[src/rtl/serial_vault.sv]
// Bit-serial unlock vault: shifts a key in while cs is low, evaluates it on cs high,
// streams a secret once unlocked. Optional macro SERIAL_VAULT_ONESHOT_EN relocks after one read frame.
module serial_vault #(
  parameter int                    KEY_W          = 32,
  parameter logic [KEY_W-1:0]      KEY            = 32'h1337beef,
  parameter int                    SECRET_W       = 256,
  parameter logic [SECRET_W-1:0]   SECRET         = '0,
  parameter int                    MAX_TRIES      = 3,
  parameter int                    LOCKOUT_CYCLES = 1024
) (
  input  logic clk,
  input  logic rst,
  input  logic cs,
  input  logic i,
  output logic o,
  output logic unlocked,
  output logic lockout
);

  localparam int CW = $clog2(KEY_W + 2);
  localparam int LW = $clog2(LOCKOUT_CYCLES + 1);
  localparam int FW = (MAX_TRIES > 1) ? $clog2(MAX_TRIES) : 1;

  localparam logic [CW-1:0] CNT_KEY   = CW'(KEY_W);
  localparam logic [CW-1:0] CNT_MAX   = CW'(KEY_W + 1);
  localparam logic [FW-1:0] FAIL_LAST = FW'(MAX_TRIES - 1);
  localparam logic [LW-1:0] LCNT_INIT = LW'(LOCKOUT_CYCLES);

  typedef enum logic [1:0] {
    ST_LOCKED   = 2'd0,
    ST_UNLOCKED = 2'd1,
    ST_LOCKOUT  = 2'd2
  } state_t;

  state_t              r_state;
  logic [KEY_W-1:0]    r_shift;
  logic [SECRET_W-1:0] r_secret;
  logic [CW-1:0]       r_bitcnt;
  logic [FW-1:0]       r_fails;
  logic [LW-1:0]       r_lcnt;

  logic [SECRET_W-1:0] w_secret_nxt;
  logic                w_match;

  // Shift written as a wide right shift so a one-bit secret still elaborates.
  assign w_secret_nxt = SECRET_W'({i, r_secret} >> 1);
  assign w_match      = (r_bitcnt == CNT_KEY) && (r_shift == KEY);

  always_ff @(posedge clk) begin
    if (rst) begin
      r_state  <= ST_LOCKED;
      r_shift  <= '0;
      r_secret <= SECRET;
      r_bitcnt <= '0;
      r_fails  <= '0;
      r_lcnt   <= '0;
    end else if (r_state == ST_LOCKOUT) begin
      r_lcnt <= r_lcnt - LW'(1);
      if (r_lcnt == LW'(1))
        r_state <= ST_LOCKED;
    end else if (!cs) begin
      r_shift  <= {i, r_shift[KEY_W-1:1]};
      r_secret <= w_secret_nxt;
      r_bitcnt <= (r_bitcnt == CNT_MAX) ? r_bitcnt : r_bitcnt + CW'(1);
    end else begin
      r_shift  <= '0;
      r_bitcnt <= '0;
      r_secret <= SECRET;
      if (r_bitcnt != '0) begin
        if (r_state == ST_LOCKED) begin
          if (w_match) begin
            r_state <= ST_UNLOCKED;
            r_fails <= '0;
          end else if (r_fails == FAIL_LAST) begin
            r_state <= ST_LOCKOUT;
            r_lcnt  <= LCNT_INIT;
            r_fails <= '0;
          end else begin
            r_fails <= r_fails + FW'(1);
          end
        end
`ifdef SERIAL_VAULT_ONESHOT_EN
        else begin
          r_state <= ST_LOCKED;
        end
`endif
      end
    end
  end

  // LOCKED echoes the key register on purpose; it is part of the puzzle.
  always_comb begin
    o = 1'b0;
    case (r_state)
      ST_UNLOCKED: o = r_secret[0];
      ST_LOCKED:   o = r_shift[0];
      default:     o = 1'b0;
    endcase
  end

  assign unlocked = (r_state == ST_UNLOCKED);
  assign lockout  = (r_state == ST_LOCKOUT);

endmodule

[config.mk]
export PLATFORM = sky130hd
export DESIGN_NAME = serial_vault
export DESIGN_NICKNAME = d
export VERILOG_FILES = /design/src/rtl/serial_vault.sv
export SDC_FILE = /design/constraint.sdc
export NUM_CORES = 1
export LEC_CHECK = 0
export ABC_CLOCK_PERIOD_IN_PS = 4000
export BUFFER_PORTS_ARGS = -buffer_cell sky130_fd_sc_hd__buf_2
export CORE_UTILIZATION = 35
export CTS_CLUSTER_SIZE = 10
export DETAILED_ROUTE_END_ITERATION = 10
export HOLD_SLACK_MARGIN = 0.03
export PLACE_DENSITY = 0.54
export REMOVE_ABC_BUFFERS = 1
export SLEW_MARGIN = 0
export SYNTH_ARGS = -nofsm -noshare
export SYNTH_HDL_FRONTEND = slang
export SYNTH_SLANG_ARGS = --single-unit
export TNS_END_PERCENT = 5
[constraint.sdc]
create_clock -name clk -period 4 [get_ports clk]
set_clock_uncertainty 0.15 [all_clocks]
set_input_delay 0.2 -clock clk [delete_from_list [all_inputs] [get_ports clk]]
set_output_delay 0.2 -clock clk [all_outputs]
set_load 0.01 [all_outputs]
Word level (Yosys, flattened, before mapping)
Index checks and enable logic that the tools add are counted.
{"block": "op_classes", "addsub": 3, "n_eq_ne": 10, "n_mux": 20, "n_bitwise": 1, "n_reduce_logical": 12}
{"op": "two-way mux 256 bit", "count": 1}
{"op": "two-way mux 11 bit", "count": 6}
{"op": "equality test 32 x 29 -> 1 bit (second input constant)", "count": 1}
{"op": "two-way mux 32 bit", "count": 1}
{"op": "two-way mux 2 bit", "count": 9}
{"op": "equality test 6 bit (second input constant)", "count": 2}
{"op": "two-way mux 6 bit", "count": 2}
{"op": "equality test 11 x 1 -> 1 bit (second input constant)", "count": 1}
{"op": "subtractor 11 x 1 -> 11 bit (second input constant)", "count": 1}
{"op": "AND reduction 5 bit", "count": 2}
{"op": "nonzero test 2 bit", "count": 4}
{"op": "adder 6 x 1 -> 6 bit (second input constant)", "count": 1}
{"op": "nonzero test 6 bit", "count": 1}
{"op": "equality test 2 bit (second input constant)", "count": 2}
{"op": "!= test 2 bit (second input constant)", "count": 2}
{"op": "AND reduction 4 bit", "count": 1}
{"op": "nonzero test 3 bit", "count": 1}
{"op": "adder 2 x 1 -> 2 bit (second input constant)", "count": 1}
{"op": "equality test 2 x 1 -> 1 bit (second input constant)", "count": 1}
{"op": "zero test 2 bit", "count": 1}
{"op": "!= test 2 x 1 -> 1 bit (second input constant)", "count": 1}
{"op": "case mux 1 bit (2 select lines)", "count": 1}
{"op": "AND reduction 2 bit", "count": 1}
{"op": "logical AND 1 bit", "count": 1}
{"op": "NOT 1 bit", "count": 1}
{"block": "word_totals", "regBits": 309, "elab_cells": 52}

Logic depth before layout (Yosys ltp)
{"block": "logic_depth", "word_depth": 7, "mapped_depth": 8, "mapped_depth_nobuf": 7}

Worst setup path before layout
Ideal clock, no wire load.
{"block": "synth_timing", "path_kind": "register -> register", "start": "register r_bitcnt[0]", "end": "register r_state[1]", "arrival_ns": 1.827, "t_required_ns": 3.735, "path_slack_ns": 1.908, "stages_incl_launch_ff": 8, "path_buffers": 0, "synth_period_minus_slack_ns": 2.092, "path_cell_list": "dfxtp_1 -> inv_1 -> ha_1 -> nand4bb_1 -> or4_1 -> o31ai_1 -> nor3_1 -> o21a_1"}
{"block": "synth_via", "elab_chain_len": 7}
{"item": "start, declared", "line_no": "38", "source": "logic [CW-1:0] r_bitcnt;"}
{"item": "start signal, assigned", "line_no": "64", "source": "r_bitcnt <= (r_bitcnt == CNT_MAX) ? r_bitcnt : r_bitcnt + CW'(1);"}
{"item": "equality test 6 bit", "line_no": "47", "source": "assign w_match = (r_bitcnt == CNT_KEY) && (r_shift == KEY);"}
{"item": "logical AND 1 bit", "line_no": "47"}
{"item": "two-way mux 2 bit", "line_no": "71", "source": "if (w_match) begin"}
{"item": "two-way mux 2 bit", "line_no": "70", "source": "if (r_state == ST_LOCKED) begin"}
{"item": "two-way mux 2 bit", "line_no": "69", "source": "if (r_bitcnt != '0) begin"}
{"item": "two-way mux 2 bit", "line_no": "61", "source": "end else if (!cs) begin"}
{"item": "two-way mux 2 bit", "line_no": "57", "source": "end else if (r_state == ST_LOCKOUT) begin"}
{"item": "end signal, assigned", "line_no": "60", "source": "r_state <= ST_LOCKED;"}
{"item": "end signal, assigned", "line_no": "72", "source": "r_state <= ST_UNLOCKED;"}
{"item": "end signal, assigned", "line_no": "75", "source": "r_state <= ST_LOCKOUT;"}
{"item": "end, declared", "line_no": "35", "source": "state_t r_state;"}
Parallel ways exist; a longest one is shown, timed or not. The select of a mux whose other input is x is not followed.
A chain may end at the register's enable or synchronous reset.

Final worst setup path
{"block": "layout_timing", "start": "register r_state[0]", "end": "output lockout"}
{"block": "layout_via", "elab_chain_len": 1}
{"item": "start signal, assigned", "line_no": "51", "source": "r_state <= ST_LOCKED;"}
{"item": "start signal, assigned", "line_no": "60"}
{"item": "start signal, assigned", "line_no": "72"}
{"item": "equality test 2 bit", "line_no": "102", "source": "assign lockout = (r_state == ST_LOCKOUT);"}
{"item": "end, declared", "line_no": "17", "source": "output logic lockout"}
Every way passes these cells.

==> results <==
- The detailed-route wire length is ~20000 um.
- The final number of max-transition violations is 0.
- For this design the top-level I/O count stands at 7.
- The worst IR drop on VDD is 305 uV.
- The ratio of final minimum period to clock period is 77.7%.
- The most common cell in the netlist is sky130_fd_sc_hd__dfxtp_1.
- The clock transition at the register clock pins on the worst setup and hold paths after CTS is roughly 0.050 ns.
- The number of I/O port buffers is 6.
- Of all nets on the critical path, the largest fanout is 202.
- After detailed routing, the average wire length per cell comes to between 10 and 15 um.
- The time the final worst path needs with I/O delays and setup is 3.11 ns.
- The worst register-to-register path has a depth of 6.
- The slowest stage of the critical path belongs to the cell sky130_fd_sc_hd__buf_12.
- For this block, the initial DRC count from the detailed router was 731.
- The wire-length estimate of the detail-placed layout is 9080 um.
- TritonCTS built the clock tree.
- Synthesis instantiated 45 different standard cells from the library.
- The worst hold path startpoint is rst.
- The average cell area after synthesis is 8.26 um2.
- The pre-antenna-repair detailed-routing pass consisted of 5 iterations.
- The critical path buffer and inverter count is 4.
- The worst hold path terminates at r_secret[216].
- The ratio of cells with drive above 1 in the final layout is 4.59%.
- The count of cells in the finished layout, fillers not included, comes to 1609.
- The number of buffers created by CTS is 31.
- The top cell type by total area after synthesis is sky130_fd_sc_hd__dfxtp_1.
- The netlist area before placement is between 10000 and 15000 um2.
- The clock insertion delay at the later pin of the skew report is 0.55 ns.
- The number of global-route vias before repair is 7476.
- The first global-routing pass estimated 34600 um of wire.
- The library cell used as clock root buffer is sky130_fd_sc_hd__clkbuf_16.
- The leakage power is 5.20 nW.
- The critical path is of the reg2out type.
- The hold-critical path depth is 2.
- The final route contains 8213 vias.
- The slew at the pin closest to its max-slew limit is 1.29 ns.
- In this run the vertical extent of the chip is 176 um.
- The launching element type of the critical path is a flop.
- The count of mapped cells out of synthesis is 1287.
- In the post-synthesis netlist, the biggest area contributors are sky130_fd_sc_hd__dfxtp_1 52%, sky130_fd_sc_hd__and3_1 15%, sky130_fd_sc_hd__a21oi_1 12%.
- The setup TNS after final layout is 0 ns.
- Setup violations remaining at the end of the flow were counted as 0.
- The cell row count is 63.
- The area share of the largest cell type after synthesis is 52.2%.
- From synthesis to final layout, the design area changed by 9.59%.
- The average via count per standard cell is 5.10.
- The number of placed instances with taps included is 1572.
- The number of hold violations in the final report came to 0.
- The maximum number of pins on one net before global-route repair is 208.
- The number of antenna violations at the first check in global routing was 0.
- The signal on the critical path passes through inv_1, nand2_4, inv_8, buf_12, buf_2.
- The reg-to-reg endpoint is r_secret[131].
- The area of the die is 31100 um2.
- The run finished with clean final reports.
- The number of flops mapped to enable cells by yosys is 0.
- The count of fill cells added during filler insertion is between 3000 and 4000.
- The number of warnings printed during yosys synthesis is 0.
- The part of the Yosys area used for sequential elements is between 50% and 60%.
- The number of nets in the layout is 1226.
- For this run, design rule violations remaining after detail routing come to 0.
- The path class of the tightest hold or removal check is in2reg.
- The synthesized design contains 277 register bits.
- The number of diodes added for antenna fixing is 0.
- The area inside the core boundary is about 30000 um2.
- Dividing total power by cell area gives a power density of 450 nW/um2.
- The level count of the clock H-tree is 1.
- The number of antenna-violating nets in the routed design is 0.
- STA classifies the critical path endpoint as an output pin.
- The worst endpoint data arrival time is 2.76 ns.
- Global routing finished with a remaining overflow of 0.
- The number of maximum-capacitance violations is 0.
- The total number of clock tree sinks is roughly 280.
- The kind of cell adding the most delay to the critical path is buffers and inverters.
- The worst endpoint required time is ~3.7 ns.
- In this run the deepest clock path goes through 3 buffers.
- The x dimension of the die is 176 um.
- The worst slew slack as a fraction of its limit is 13.1%.
- At the end of routability-driven placement, the weighted congestion stood at 0.735.
- Setup repair after global routing left no endpoint under its margin.
- The register-to-register setup slack is 1.42 ns.
- For this configuration, the core starts out at a cell density of between 30% and 40%.
- Ranked by instance count, the synthesized netlist is headed by 277 x sky130_fd_sc_hd__dfxtp_1, 275 x sky130_fd_sc_hd__nor2_1, 262 x sky130_fd_sc_hd__a21oi_1, 257 x sky130_fd_sc_hd__and3_1, 107 x sky130_fd_sc_hd__clkbuf_1.
- The overall fraction of global-route tracks in use is 12.7%.
- The most used flip-flop cell after synthesis is sky130_fd_sc_hd__dfxtp_1.
- The quantity of gates resized following cts is 0.
- The maximum clock frequency is around 0.32 GHz.
- Counting flops with an async set or reset pin after synthesis yields a share of 0%.
- The largest single stage delay on the critical path is 0.51 ns.
- In this run the critical register-to-register path is launched from r_state[0].
- In this run the post-CTS setup repair buffer count came out at 0.
[sequential cells by signal, indices dropped and copies added (netlist names)]
name	cells
r_fails	2
r_shift	32
r_bitcnt	6
r_secret	224
r_lcnt	11
r_state	2
[power breakdown]
| part | total, mW | switching (mW) | internal [mW] | leakage (nW) |
|---|---|---|---|---|
| clock network | 2.36 | 1.00 | 1.36 | 0.390 |
| registers | 2.77 | 0.00303 | 2.76 | 2.23 |
| logic | 0.107 | 0.0887 | 0.0185 | 2.58 |
| total | 5.24 | 1.09 | 4.14 | 5.20 |
[through the flow]
step | hold WS, ns | util, % | cell area (um2) | worst slack, ns | total power [mW]
global route | 0.0913 | 39.2 | 11600 | 0.767 | 5.45
detailed placement | 0.311 | 36.4 | 10800 | 1.47 | 2.93
CTS | 0.0653 | 39.2 | 11600 | 0.925 | 5.34
finish | 0.0602 | 39.2 | 11600 | 0.892 | 5.24
global placement | 0.303 | 36.4 | 10800 | 1.48 | 2.93
floorplan | 0.119 | - | 10200 | -5.50 | 2.86
[layer usage]
metal  routed length, um  share of wire (%)  vias up  GRT usage (%)
li1                    -                  -     4249              -
met1               10300                 51     3851           16.7
met2                8850                 44       95           21.2
met3                 725                3.6       18           2.28
met4                 241                1.2        0           3.51
met5                   0                  0        -              0
[worst register-to-register path, cell delays in order (launching register included)]
cell and delay, ns:
sky130_fd_sc_hd__dfxtp_1 0.56, sky130_fd_sc_hd__inv_1 0.21, sky130_fd_sc_hd__nand2_4 0.47, sky130_fd_sc_hd__buf_12 0.53, sky130_fd_sc_hd__and3_1 0.44, sky130_fd_sc_hd__a21oi_1 0.04, sky130_fd_sc_hd__nor2_1 0.10
[cell type report]
| class | instances | area [um2] | area share, % |
|---|---|---|---|
| repair buffers | 15 | 161 | 1.39 |
| inverters | 13 | 58.8 | 0.505 |
| clock buffers | 34 | 787 | 6.76 |
| multi-input cells | 879 | 4590 | 39.5 |
| well taps | 390 | 488 | 4.19 |
| clock inverters | 1 | 8.76 | 0.0752 |
| flip-flops and latches | 277 | 5550 | 47.6 |
[cell usage in the layout (no fill, tap or decap), types with 3 or more instances in the layout]
cell type / instances
sky130_fd_sc_hd__o21ai_0: 6
sky130_fd_sc_hd__nor3_1: 10
sky130_fd_sc_hd__ha_1: 5
sky130_fd_sc_hd__dfxtp_1: 277
sky130_fd_sc_hd__inv_1: 11
sky130_fd_sc_hd__xor2_1: 5
sky130_fd_sc_hd__a21oi_1: 262
sky130_fd_sc_hd__nor2_1: 275
sky130_fd_sc_hd__clkbuf_16: 31
sky130_fd_sc_hd__buf_4: 3
sky130_fd_sc_hd__nand3_1: 5
sky130_fd_sc_hd__buf_12: 4
sky130_fd_sc_hd__mux2_2: 3
sky130_fd_sc_hd__and3_1: 257
sky130_fd_sc_hd__nand2_1: 6
sky130_fd_sc_hd__buf_2: 5
sky130_fd_sc_hd__nand4_1: 5
sky130_fd_sc_hd__clkbuf_1: 3
[how the worst max path moves through the flow]
stage | start | to | slack (ns) | cells past startpoint
2_1_floorplan | r_state[0] | r_lcnt[10] | -5.50 | 7
3_3_place_gp | r_bitcnt[0] | r_lcnt[9] | 1.48 | 7
3_5_place_dp | r_bitcnt[0] | r_lcnt[9] | 1.47 | 7
4_1_cts | r_state[0] | lockout | 0.93 | 5
5_1_grt | r_state[0] | lockout | 0.77 | 5
6_report | r_state[0] | lockout | 0.89 | 5
[kinds of logic (layout without fill, tap and decap cells)]
family,Yosys count,count (layout),synth area share [%]
buffers and inverters,131,63,4.64
XOR/XNOR,7,7,0.577
multiplexers,5,5,0.506
adder cells (fa/ha/maj),5,5,0.589
flip-flops,277,277,52.2
AND/OR/NAND/NOR,578,578,27.6
AO/OA/AOI/OAI,284,284,13.9
[timing repair]
| action | in CTS | in global routing |
|---|---|---|
| setup endpoints to repair | 0 | 0 |
| hold buffers | 2 | 0 |
| endpoints found under the hold margin | 7 | 0 |
No activity file was read; power rests on OpenSTA's default activity.
